**config.mk**
```make
export PLATFORM = sky130hd
export DESIGN_NAME = prienc_arb
export DESIGN_NICKNAME = d
export VERILOG_FILES = /design/src/rtl/prienc_pkg.sv /design/src/rtl/prienc_n.sv /design/src/rtl/prienc_arb.sv
export SDC_FILE = /design/constraint.sdc
export NUM_CORES = 1
export LEC_CHECK = 0
export BUFFER_PORTS_ARGS = -buffer_cell sky130_fd_sc_hd__buf_2
export CAP_MARGIN = 25
export CORE_MARGIN = 2
export CORE_UTILIZATION = 45
export CTS_CLUSTER_DIAMETER = 200
export DETAILED_ROUTE_END_ITERATION = 6
export PLACE_DENSITY = 0.77
export SYNTH_ARGS = -nofsm -noshare
export SYNTH_HDL_FRONTEND = slang
export SYNTH_SLANG_ARGS = --single-unit
```
**constraint.sdc**
```tcl
create_clock -name clk -period 2.15 [get_ports clk]
set_input_delay 0 -clock clk [delete_from_list [all_inputs] [get_ports clk]]
set_output_delay 0 -clock clk [all_outputs]
set_load 0.01 [all_outputs]
```
**src/rtl/prienc_pkg.sv**
```systemverilog
// Shared definitions for the pending-event priority arbiter family.
package prienc_pkg;

  localparam int PRI_FIXED = 0;
  localparam int PRI_RR    = 1;

  typedef enum logic {
    ST_IDLE = 1'b0,
    ST_HOLD = 1'b1
  } prienc_state_e;

endpackage

```
**src/rtl/prienc_n.sv**
```systemverilog
// N-input priority encoder: first set bit searching downward from start_i,
// wrapping from 0 to N-1. Generalises the legacy 4-to-2 encoder.
module prienc_n #(
  parameter int N = 8
) (
  input  logic [N-1:0]         vec_i,
  input  logic [$clog2(N)-1:0] start_i,
  output logic                 any_o,
  output logic [$clog2(N)-1:0] idx_o
);

  localparam int W = $clog2(N);

  always_comb begin
    int unsigned p;
    any_o = 1'b0;
    idx_o = '0;
    p     = 0;
    for (int unsigned k = 0; k < N; k++) begin
      // Position k steps below start, modulo N; keeps idx within 0..N-1.
      p = (32'(start_i) + N - k) % N;
      if (!any_o && vec_i[p]) begin
        any_o = 1'b1;
        idx_o = W'(p);
      end
    end
  end

endmodule

```
**src/rtl/prienc_arb.sv**
```systemverilog
// Registered priority arbiter: sticky pending bits, per-line mask, fixed or
// round-robin selection, valid/ack handshake and overrun pulse.
module prienc_arb
  import prienc_pkg::*;
#(
  parameter int N  = 8,
  parameter int RR = PRI_FIXED
) (
  input  logic                 clk,
  input  logic                 rst,
  input  logic [N-1:0]         req,
  input  logic [N-1:0]         mask,
  output logic                 valid,
  output logic [$clog2(N)-1:0] idx,
  input  logic                 ack,
  output logic [N-1:0]         pend,
  output logic                 ovf
);

  localparam int W = $clog2(N);

  prienc_state_e state_q, state_d;
  logic [N-1:0]  pend_q, pend_d;
  logic [W-1:0]  ptr_q, ptr_d;
  logic [W-1:0]  idx_q, idx_d;
  logic          ovf_q, ovf_d;

  logic          grant;
  logic [N-1:0]  clr;
  logic [N-1:0]  elig;
  logic [W-1:0]  start;
  logic          any;
  logic [W-1:0]  win;

  // Set wins over clear: a strobe on the line being acked keeps it pending.
  always_comb begin
    grant  = (state_q == ST_HOLD) && ack;
    clr    = grant ? (N'(1) << idx_q) : '0;
    pend_d = req | (pend_q & ~clr);
    ovf_d  = |(req & pend_q & ~clr);
    elig   = pend_q & ~mask;
    start  = (RR == PRI_RR) ? ptr_q : W'(N - 1);
  end

  prienc_n #(.N(N)) u_enc (
    .vec_i   (elig),
    .start_i (start),
    .any_o   (any),
    .idx_o   (win)
  );

  always_comb begin
    state_d = state_q;
    idx_d   = idx_q;
    ptr_d   = ptr_q;
    case (state_q)
      ST_IDLE: begin
        if (any) begin
          idx_d   = win;
          state_d = ST_HOLD;
        end
      end
      ST_HOLD: begin
        if (ack) begin
          state_d = ST_IDLE;
          ptr_d   = (idx_q == '0) ? W'(N - 1) : idx_q - 1'b1;
        end
      end
      default: state_d = ST_IDLE;
    endcase
  end

  always_ff @(posedge clk or posedge rst) begin
    if (rst) begin
      state_q <= ST_IDLE;
      pend_q  <= '0;
      ptr_q   <= W'(N - 1);
      idx_q   <= '0;
      ovf_q   <= 1'b0;
    end else begin
      state_q <= state_d;
      pend_q  <= pend_d;
      ptr_q   <= ptr_d;
      idx_q   <= idx_d;
      ovf_q   <= ovf_d;
    end
  end

  assign valid = (state_q == ST_HOLD);
  assign idx   = idx_q;
  assign pend  = pend_q;
  assign ovf   = ovf_q;

endmodule

```
## Word-level counts from Yosys, hierarchy flattened

Index checks and enable logic that the tools add are counted.

- Mux-type cells: 20
- Bitwise operators: 8
- Shift operators: 1
- Reduce and logical (&&, ||, !) cells: 17

Operators by type and width:

| kind | count |
|---|---|
| $and 8x8->8 | 4 |
| $mux 3 | 8 |
| $not 8->8 | 2 |
| $mux 1 | 10 |
| $logic_and 1x1->1 | 8 |
| $mux 8 | 1 |
| $or 8x8->8 | 1 |
| $reduce_or 8->1 | 1 |
| $shl 1x3->8 const A | 1 |
| $logic_not 1->1 | 7 |
| $pmux 1 s2 | 1 |
| $reduce_and 2->1 | 1 |
| $not 1->1 | 1 |

- Bits in registers: 13
- Word-level logic and storage cells: 50

## Logic depth before layout (Yosys ltp)

Gate-level depths: netlist (run 1).

- Word-level depth: 26
- Mapped depth: 5
- Mapped depth without buffers: 4

## Cells and area by module

Synthesis (run 1) repeated with hierarchy kept, for this count alone.

- Cell total of the unflattened synthesis: 178
- Area, all modules: 1,725.4 µm²

By module, submodules not included:

| module | area each (µm²) | cells each | instances |
|---|---|---|---|
| prienc_n | 1,088.5 | 115 | 1 |
| prienc_arb | 636.9 | 63 | 1 |

## Least setup slack after synthesis (run 1)

No wires, ideal clock.

- Kind: register to register
- Start point: reg pend_q[5] (netlist: pend[5])
- End point: reg idx_q[0] (netlist: idx[0])
- Arrival: 1.439 ns
- Setup time: 0.128 ns
- Path slack: 0.583 ns
- Stages on the path, launching flop included: 5
- Cell sequence: dfrtp_1 > nor2b_4 > a2111oi_4 > a31oi_2 > mux2_1

- Word-level cells in the longest chain between the ends: 19

Ends and longest elaborated chain:

| item | line | text |
|---|---|---|
| start, declared | prienc_arb.sv:23 | `logic [N-1:0] pend_q, pend_d;` |
| start signal, assigned | prienc_arb.sv:82 | `pend_q <= pend_d;` |
| $and 8x8->8 (*) | prienc_arb.sv:41 | `elig = pend_q & ~mask;` |
| $logic_and 1x1->1 (*) | prienc_n.sv:22 | `if (!any_o && vec_i[p]) begin` |
| $mux 1 | prienc_n.sv:22 |  |
| $logic_not 1->1 | prienc_n.sv:22 |  |
| $logic_and 1x1->1 | prienc_n.sv:22 |  |
| $mux 1 | prienc_n.sv:22 |  |
| $logic_not 1->1 | prienc_n.sv:22 |  |
| $logic_and 1x1->1 | prienc_n.sv:22 |  |
| (+3 left out) | - |  |
| $mux 1 | prienc_n.sv:22 |  |
| $logic_not 1->1 | prienc_n.sv:22 |  |
| $logic_and 1x1->1 | prienc_n.sv:22 |  |
| $mux 1 | prienc_n.sv:22 |  |
| $logic_not 1->1 | prienc_n.sv:22 |  |
| $logic_and 1x1->1 | prienc_n.sv:22 |  |
| $mux 1 | prienc_n.sv:22 |  |
| $reduce_and 2->1 (no line) | - |  |
| end signal, assigned | prienc_arb.sv:84 | `idx_q <= idx_d;` |
| end, declared | prienc_arb.sv:25 | `logic [W-1:0] idx_q, idx_d;` |

Mark *: on every way between the ends. The rest lies on a longest branch, timed or not.
A chain may end at the register's enable or synchronous reset.

## Worst setup path in the final report (run 1)

- Start point: reg pend_q[5] (netlist: pend[5])
- End point: reg idx_q[1] (netlist: idx[1])

Same word-level chain as after synthesis.

==> impl_metrics.csv, run 1 <==
group,metric,value,unit
place,dp_hpwl,1350,um
timing,hold_viol_final,0,
power,comb_power_share,0.260,
worst_setup_path,crit_type,"flop to flop",
timing,fin_skew,0.0008293,ns
power,p_leak,0.4463,nW
yosys,synth_edf_count,0,
yosys,synth_area_leaders,"dfrtp_1, a21o_1, nand2_1",
yosys,async_flop_share,1.000,
yosys,synth-seq-cells,13,
timing,setup_tns,0,ns
yosys,yosys.area.top_type,"dfrtp_1",
global_route,gr-usage-all-layers,0.2053,
detailed_routing,dr.first_iter.drc_count,9,
final_layout,fillers,122,
cts,post_cts_buffers,0,
hold_path,hold_path_class,"input port to flop",
timing,setup_slack,0.5124,ns
power,p_sw,200.4,uW
detailed_routing,viasPerCell,5.343,
run_status,outcome,"completed",
floorplan,die_h,43.99,um
final_layout,syn2layout_area_growth,41.57,%
worst_setup_path,startpoint_type,"flop",
timing,drv_slew,0,
yosys,syn-mean-instance-area,9.722,um2
cts,ctsResizeCount,0,
yosys,synth_top_area_share,0.4522,
detailed_routing,drc,0,
floorplan,initial_core_util,0.4776,
power,pwr-share-seq,0.477,
global_route,grt_pass1_vias,675,
place,place_ws,0.5213,ns
yosys,yosysSeqAreaShare,0.4522,
worst_setup_path,cp.required,2.32,ns
yosys,synth_common_cells,"dfrtp_1, nand2_1, a21o_1",
cts,cts_buffers,3,
cts,cts.htree.levels,1,
power,p_int,413.0,uW
cts,clock-sinks,13,
floorplan,die_w,43.99,um
power,pwr_density_cell,602.2,mW/mm2
timing,rsz0062_at_grt,"no",
yosys,syn_nets,93,
cts,ctsLongestPathBuffers,2,
final_layout,drive_gt1_frac,0.3305,
final_layout,nets,138,
yosys,syn_area,719.4,um2
timing,setup_violations,0,
global_route,grt_pass1_wl,2808,um
floorplan,core_area,0.001506,mm2
timing,period_share,0.7617,
yosys,synth_flop_cell,"dfrtp_1",
power,clock_power_share,0.264,
worst_setup_path,critPathMaxFanout,4,
detailed_routing,routed_wl,1845,um
place,globalplace.congestion,0.8695,
global_route,grt_max_degree,14,
timing,fmax,610.7,MHz
cts,root_buffer,"clkbuf_4",
worst_setup_path,arrival,1.81,ns
cts,path_clk_slew,0.09,ns
final_layout,multi_input_area,371.6,um2
detailed_routing,first_pass_iters,4,
yosys,syn_inst,74,
detailed_routing,wire_per_inst,13.77,um
cts,clock_latency,0.29,ns
cts,cts_tree,"yes",
final_layout,regArea,325.3,um2
timing,worst_slew_pin_slew,0.5349,ns
yosys,yosysWarnings,0,
power,swShare,0.3267,
place,port_buffers,31,
timing,period_minus_slack,1.638,ns
global_route,grt-ovfl-total,0,
global_route,antenna_found_initial,0,
worst_setup_path,worstSetupEndpointType,"flop",
detailed_routing,ant_nets,0,
floorplan,num_rows,14,
timing,maxSlewHeadroom,0.6430,
flow_run,cap_violations,0,
power,ir_drop,0.0004746,V
detailed_routing,vias,716,
floorplan,die-area,0.001935,mm2
floorplan,io_pins,32,
yosys,synthDistinctLibCells,25,
yosys,yosysMostFrequentCell,"dfrtp_1",
final_layout,diodes,0,
final timing paths:
kind / start / to / slack (ns) / cells past startpoint
worst min-delay path: mask[0] / valid / 0.19 / 5
worst min register to register: pend[1] / pend[1] / 0.53 / 1
worst max-delay path: pend[5] / idx[1] / 0.51 / 4
worst max register to register: pend[5] / idx[1] / 0.51 / 4
min in group asynchronous: rst / pend[6] / 0.28 / 3
max in group asynchronous: rst / idx[0] / 1.52 / 3
cell usage in the layout, fill, tap and decap left out:
cell type,instances
inv_1,5
a31oi_2,1
a32oi_1,1
dfrtp_1,13
clkbuf_4,3
a221o_1,1
nand4_1,1
nor2_1,2
a31oi_1,3
o22ai_1,1
o21a_1,1
and3_1,1
a21o_2,1
nand3_1,3
a21o_1,9
dlygate4sd3_1,10
o21ai_0,1
and2_1,1
a21oi_1,5
a2111oi_4,1
nor2b_4,1
nand2b_1,2
buf_2,31
mux2_1,2
nor2b_1,6
and3b_1,1
clkinv_2,1
nand2_1,10
layer usage:
| metal | up-vias | track usage | wire length (um) |
|---|---|---|---|
| met4 | 0 | 0.1091 | 32 |
| met2 | 29 | 0.3441 | 903 |
| li1 | 352 | - | - |
| met1 | 331 | 0.2559 | 800 |
| met5 | - | 0 | 0 |
| met3 | 4 | 0.02500 | 108 |
critical path, cell delays in order (launching register included):
cell       delay [ns]
dfrtp_1          0.42
nor2b_4          0.15
a2111oi_4        0.41
a31oi_2          0.19
mux2_1           0.35
what timing repair did:
action	in CTS	in global routing
setup endpoints to repair	0	0
hold endpoints to repair	23	0
hold buffers	10	0
power groups by stage:
| stage | Sequential (mW) | Combinational, mW | Clock, mW |
|---|---|---|---|
| floorplan | 0.301 | 0.0797 | 0 |
| global placement | 0.295 | 0.142 | 0 |
| detailed placement | 0.297 | 0.145 | 0 |
| CTS | 0.293 | 0.159 | 0.160 |
| global route | 0.297 | 0.174 | 0.170 |
| finish | 0.292 | 0.159 | 0.162 |
state kept, by name, summed over array words and instances (netlist names):
signal / flops
pend: 8
idx: 3
ovf: 1
valid: 1
per-stage QoR:
stage / hold WS [ns] / power, mW / util / std cells / cell area (um2)
2_1_floorplan: -0.1230 / 0.3808 / - / 74 / 719.4
3_3_place_gp: 0.05145 / 0.4367 / 0.5914 / 120 / 890.9
3_5_place_dp: 0.06352 / 0.4425 / 0.5914 / 120 / 890.9
4_1_cts: 0.2013 / 0.6115 / 0.6761 / 134 / 1018
5_1_grt: 0.2141 / 0.6406 / 0.6761 / 134 / 1018
6_report: 0.1867 / 0.6133 / 0.6761 / 134 / 1018
final cells by class:
type / count / share of cell area
clock buffer: 3 / 0.02211
clock inverter: 1 / 0.004914
inverter: 5 / 0.01843
multi-input combinational: 55 / 0.3649
sequential: 13 / 0.3194
tap: 16 / 0.01966
timing repair buffer: 41 / 0.2506
cell families after synthesis:
logic type | Yosys count | share of synthesized area
buffers and inverters | 6 | 0.03130
and+or+nand+nor | 28 | 0.2105
DFF | 13 | 0.4522
AOI/OAI and AO/OA | 25 | 0.2748
muxes | 2 | 0.03130
(Power assumes the default switching activity.)
==> inputs of run 2 (changes only) <==
--- a/config.mk
+++ b/config.mk
@@ -5,13 +5,14 @@
 export SDC_FILE = /design/constraint.sdc
 export NUM_CORES = 1
 export LEC_CHECK = 0
+export ABC_AREA = 1
 export BUFFER_PORTS_ARGS = -buffer_cell sky130_fd_sc_hd__buf_2
 export CAP_MARGIN = 25
 export CORE_MARGIN = 2
-export CORE_UTILIZATION = 45
+export CORE_UTILIZATION = 41
 export CTS_CLUSTER_DIAMETER = 200
 export DETAILED_ROUTE_END_ITERATION = 6
-export PLACE_DENSITY = 0.77
+export PLACE_DENSITY = 0.73
 export SYNTH_ARGS = -nofsm -noshare
 export SYNTH_HDL_FRONTEND = slang
 export SYNTH_SLANG_ARGS = --single-unit
==> constraint.sdc (replaced) <==
create_clock -name clk -period 1.5 [get_ports clk]
set_input_delay 0 -clock clk [delete_from_list [all_inputs] [get_ports clk]]
set_output_delay 0 -clock clk [all_outputs]
set_load 0.01 [all_outputs]
==> impl_metrics.csv, run 2 <==
group,metric,value,unit
run_status,outcome,"completed",
detailed_routing,vias,801,
final_layout,nets,169,
yosys,synth_flop_cell,"dfrtp_1",
global_route,grt_pass1_vias,706,
yosys,synth-seq-cells,13,
final_layout,syn2layout_area_growth,40.65,%
detailed_routing,ant_nets,0,
cts,cts.htree.levels,1,
yosys,synth_common_cells,"nand2_1, inv_1, dfrtp_1",
worst_setup_path,cp.required,1.65,ns
yosys,synth_top_area_share,0.4228,
floorplan,core_area,0.001745,mm2
power,p_leak,0.5932,nW
yosys,syn_area,769.5,um2
place,port_buffers,31,
yosys,synth_area_leaders,"dfrtp_1, nand2_1, inv_1",
worst_setup_path,critPathMaxFanout,4,
final_layout,largest_reg_flops,8,
timing,worst_slew_pin_slew,0.4899,ns
timing,fin_skew,0.009396,ns
global_route,gr-usage-all-layers,0.1931,
worst_setup_path,max_stage_delay,0.43,ns
worst_setup_path,worstSetupEndpointType,"flop",
yosys,syn_nets,123,
worst_setup_path,critical_path.top_delay_family,"flip-flops",
final_layout,final_cell_mix,"nand2_1, buf_2, inv_1",
cts,ctsLongestPathBuffers,2,
worst_setup_path,crit_path_top_delay_cell,"dfrtp_1",
yosys,yosysMostFrequentCell,"nand2_1",
power,comb_power_share,0.409,
final_layout,drive_gt1_frac,0.2886,
worst_setup_path,crit_path_cell_trace,"nand2_4, nand2_4, nor2_4, nand4_2, o21bai_4, o21ai_1",
power,p_sw,539.0,uW
cts,root_buffer,"clkbuf_4",
timing,maxSlewHeadroom,0.6730,
power,pwr_density_cell,1211,mW/mm2
yosys,syn_inst,104,
place,dp_hpwl,1416,um
timing,fmax,816.5,MHz
global_route,grt_max_degree,14,
final_layout,diodes,0,
global_route,grt_pass1_wl,2891,um
cts,clock-sinks,13,
yosys,yosysWarnings,0,
cts,hold_buffers,10,
power,clock_power_share,0.165,
cts,post_cts_buffers,0,
place,globalplace.congestion,0.8134,
floorplan,die_w,47.32,um
timing,hold_viol_final,0,
detailed_routing,routed_wl,1892,um
cts,clock_latency,0.28,ns
worst_setup_path,arrival,1.38,ns
floorplan,initial_core_util,0.4409,
floorplan,die-area,0.002239,mm2
detailed_routing,wire_per_inst,10.87,um
hold_path,hold_path_class,"input port to flop",
yosys,synthDistinctLibCells,22,
timing,period_share,0.8165,
yosys,yosysSeqAreaShare,0.4228,
worst_setup_path,crit_type,"flop to flop",
detailed_routing,viasPerCell,4.603,
power,swShare,0.4111,
yosys,async_flop_share,1.000,
timing,setup_violations,0,
floorplan,die_h,47.32,um
cts,path_clk_slew,0.08,ns
power,p_int,772.0,uW
detailed_routing,drc,0,
cts,ctsResizeCount,0,
detailed_routing,first_pass_iters,4,
worst_setup_path,startpoint_type,"flop",
worst_setup_path,worst-path-buf-inv,0,
power,ir_drop,0.0007595,V
timing,period_minus_slack,1.225,ns
timing,setup_tns,0,ns
global_route,antenna_found_initial,0,
floorplan,io_pins,32,
flow_run,cap_violations,0,
detailed_routing,dr.first_iter.drc_count,15,
timing,drv_slew,0,
yosys,syn-mean-instance-area,7.399,um2
final_layout,final_util,0.6201,
timing,rsz0062_at_grt,"no",
yosys,yosys.area.top_type,"dfrtp_1",
cts,cts_tree,"yes",
global_route,grt-ovfl-total,0,
cts,cts_buffers,3,
worst_setup_path,crit_top_cell,"nand2_4",
power,finalPower,1.311,mW
floorplan,num_rows,15,
yosys,synth_edf_count,0,
power,pwr-share-seq,0.426,
[run 2: cell count changes in the layout (fill, tap and decap cells not counted), sizes merged, moves of 3 or more]
cell   previous run  this run
nand2            10        35
inv               5        21
nor2              2        11
a21o             10         2
nor2b             7         0
nand3             3         9
a21oi             5         1
a31oi             4         1
[run 2: power by group through the flow]
stage / registers (mW) / logic, mW / clock network [mW]
3_5_place_dp: 0.560 / 0.516 / 0
3_3_place_gp: 0.553 / 0.513 / 0
2_1_floorplan: 0.576 / 0.311 / 0
4_1_cts: 0.555 / 0.541 / 0.224
5_1_grt: 0.571 / 0.602 / 0.244
6_report: 0.558 / 0.537 / 0.216
[run 2: worst reg2reg max path, delay by kind of cell (launching register included)]
family / cells / cell delay [ns]
DFF: 1 / 0.43
and+or+nand+nor: 4 / 0.43
AOI/OAI and AO/OA: 2 / 0.25
[run 2: routing by layer]
layer / global-route usage / share of wire
met1: 0.2148 / 0.44
met5: 0 / 0
met4: 0.05000 / 0.0079
met2: 0.3459 / 0.51
met3: 0.06923 / 0.043
[run 2: layout make-up]
class	count	area (um2)
fillers	163	663.1
repair buffers	41	255.2
flip-flops and latches	13	325.3
well taps	25	31.28
inverters	21	78.83
clock buffers	4	26.28
multi-input cells	70	365.4
[run 2: worst paths after layout]
kind / endpoint / depth (start not counted) / slack (ns) / from
max: valid / 6 / 0.28 / pend[7]
min: idx[1] / 6 / 0.12 / mask[0]
max reg2reg: valid / 6 / 0.28 / pend[7]
min reg2reg: pend[4] / 2 / 0.53 / pend[4]
max in group asynchronous: valid / 3 / 0.89 / rst
min in group asynchronous: ovf / 3 / 0.27 / rst
[run 2: cell families (layout without fill, tap and decap cells)]
kind of cell	count (synthesis)	in the layout	share of synthesized area
AND/OR/NAND/NOR	60	60	0.3772
buffers and inverters	21	66	0.1024
flip-flops	13	13	0.4228
AO/OA/AOI/OAI	10	10	0.09755
[run 2: stage by stage]
stage / hold slack (ns) / setup WS (ns) / area [um2] / instances
final: 0.1181 / 0.2752 / 1082 / 174
after global routing: 0.1615 / 0.1600 / 1082 / 174
after CTS: 0.1196 / 0.2614 / 1082 / 174
after detailed placement: 0.05149 / 0.2717 / 955.9 / 160
after global placement: 0.05046 / 0.2984 / 955.9 / 160
after floorplan: -0.1230 / 0.3428 / 769.5 / 104
==> inputs of run 3 (changes only) <==
==> constraint.sdc (replaced) <==
create_clock -name clk -period 1.02 [get_ports clk]
set_input_delay 0 -clock clk [delete_from_list [all_inputs] [get_ports clk]]
set_output_delay 0 -clock clk [all_outputs]
set_load 0.01 [all_outputs]
==> impl_metrics.csv, run 3 (same netlist as run 2, synthesis figures left out) <==
group,metric,value,unit
cts,cts_tree,"yes",
timing,period_share,1.225,
final_layout,syn2layout_area_growth,73.66,%
floorplan,io_pins,32,
cts,ctsLongestPathBuffers,2,
final_layout,diodes,0,
detailed_routing,ant_nets,0,
detailed_routing,drc,0,
cts,root_buffer,"clkbuf_4",
final_layout,nets,189,
detailed_routing,wire_per_inst,11.51,um
worst_setup_path,crit_path_cell_trace,"nand2_4, nand2_4, nor2_4, nand3_2, nor2_1, nand2_1, nand3_1, nand2_1",
worst_setup_path,critPathMaxFanout,4,
detailed_routing,dr.first_iter.drc_count,8,
power,ir_drop,0.001231,V
timing,drv_slew,0,
final_layout,drive_gt1_frac,0.4852,
cts,cts_buffers,3,
global_route,gr-usage-all-layers,0.2079,
timing,fmax,800.5,MHz
final_layout,stdcell_area,0.001336,mm2
place,port_buffers,31,
final_layout,final_util,0.7656,
cts,clock-sinks,13,
floorplan,die-area,0.002239,mm2
timing,maxSlewHeadroom,0.6625,
cts,path_clk_slew,0.08,ns
worst_setup_path,cp.required,1.18,ns
detailed_routing,viasPerCell,4.500,
floorplan,die_w,47.32,um
timing,rsz0062_at_grt,"yes",
worst_setup_path,crit_path_top_delay_cell,"dfrtp_1",
floorplan,initial_core_util,0.4409,
worst_setup_path,max_stage_delay,0.41,ns
worst_setup_path,startpoint_type,"flop",
global_route,grt_pass1_vias,789,
worst_setup_path,worst-path-buf-inv,0,
global_route,grt_pass1_wl,3146,um
worst_setup_path,crit_type,"flop to flop",
worst_setup_path,crit_start,"pend[6]",
flow_run,cap_violations,0,
run_status,violations,"setup timing",
detailed_routing,first_pass_iters,4,
power,p_leak,0.7043,nW
detailed_routing,routed_wl,2233,um
hold_path,hold_path_class,"input port to flop",
timing,hold_viol_final,0,
timing,fin_skew,0.002692,ns
power,pwr_density_cell,1932,mW/mm2
worst_setup_path,worstSetupEndpointType,"flop",
global_route,antenna_found_initial,0,
timing,setup_violations,11,
detailed_routing,vias,873,
timing,period_minus_slack,1.249,ns
floorplan,num_rows,15,
run_status,outcome,"complete, but fails checks",
global_route,grt_max_degree,14,
cts,clock_latency,0.27,ns
hold_path,hold_start,"mask[0]",
final_layout,fillers,127,
final_layout,largest_reg_flops,8,
floorplan,core_area,0.001745,mm2
place,place_area,0.001061,mm2
place,globalplace.congestion,0.7418,
timing,worst_slew_pin_slew,0.5057,ns
timing,setup_slack,-0.2292,ns
global_route,grt-ovfl-total,0,
floorplan,die_h,47.32,um
final_layout,final_cell_mix,"buf_2, nand2_1, inv_1",
cts,cts.htree.levels,1,
worst_setup_path,arrival,1.41,ns
final_layout,final_common_cell,"buf_2",
worst_setup_path,r2r-start,"pend[6]",
worst_setup_path,critical_path.top_delay_family,"simple AND/OR/NAND/NOR gates",
place,dp_hpwl,1508,um
## run 3: through the flow
step	worst slack [ns]	hold WS (ns)	power [mW]	setup TNS, ns	std cells
3_3_place_gp	-0.1292	0.04633	1.756	-0.5361	174
4_1_cts	-0.1778	0.1530	2.142	-0.8193	188
6_report	-0.2292	0.1712	2.582	-1.225	194
3_5_place_dp	-0.1612	0.05753	1.777	-0.6902	174
2_1_floorplan	-0.1228	-0.1230	1.304	-0.5373	104
5_1_grt	-0.2903	0.1797	2.768	-1.878	194
## run 3: layout make-up
cell class	instances	area (um2)	share of cell area
repair buffers	61	436.7	0.3268
multi-input cells	70	434.2	0.3249
flip-flops and latches	13	329.1	0.2463
inverters	21	78.83	0.05899
well taps	25	31.28	0.02341
clock buffers	4	26.28	0.01966
## run 3: metal layers
| layer | vias to the layer above | routed length [um] | global-route usage |
|---|---|---|---|
| met1 | 396 | 931 | 0.2500 |
| li1 | 452 | - | - |
| met5 | - | 0 | 0 |
| met4 | 0 | 15 | 0.08333 |
| met2 | 23 | 1220 | 0.3649 |
| met3 | 2 | 65 | 0.03462 |
## run 3: worst reg2reg max path: stages (launching register included)
cell and delay [ns]:
dfrtp_1 0.41, nand2_4 0.09, nand2_4 0.06, nor2_4 0.15, nand3_2 0.08, nor2_1 0.11
nand2_1 0.08, nand3_1 0.08, nand2_1 0.07
## run 3: final timing paths
check                      endpoint  slack (ns)  depth (start not counted)
hold / removal               idx[1]        0.17                          6
setup reg to reg             idx[0]       -0.23                          8
min in group asynchronous   pend[6]        0.29                          3
hold reg to reg              idx[2]        0.56                          2
setup / recovery             idx[0]       -0.23                          8
max in group asynchronous    idx[2]        0.36                          3
## run 3: report_power, final
group          internal (mW)  total, mW  switching, mW  leakage [nW]
Sequential             0.652      0.850          0.198         0.123
Clock                  0.151      0.312          0.161        0.0150
Combinational          0.745       1.42          0.675         0.566
## run 3: timing repair
action                                  4_1_cts  5_1_grt
pin swaps                                     0       12
hold endpoints to repair                     22        0
endpoints found under the setup margin        7       12
gates resized for setup                       1       28
hold buffers                                 10        0
setup buffers                                 0        6
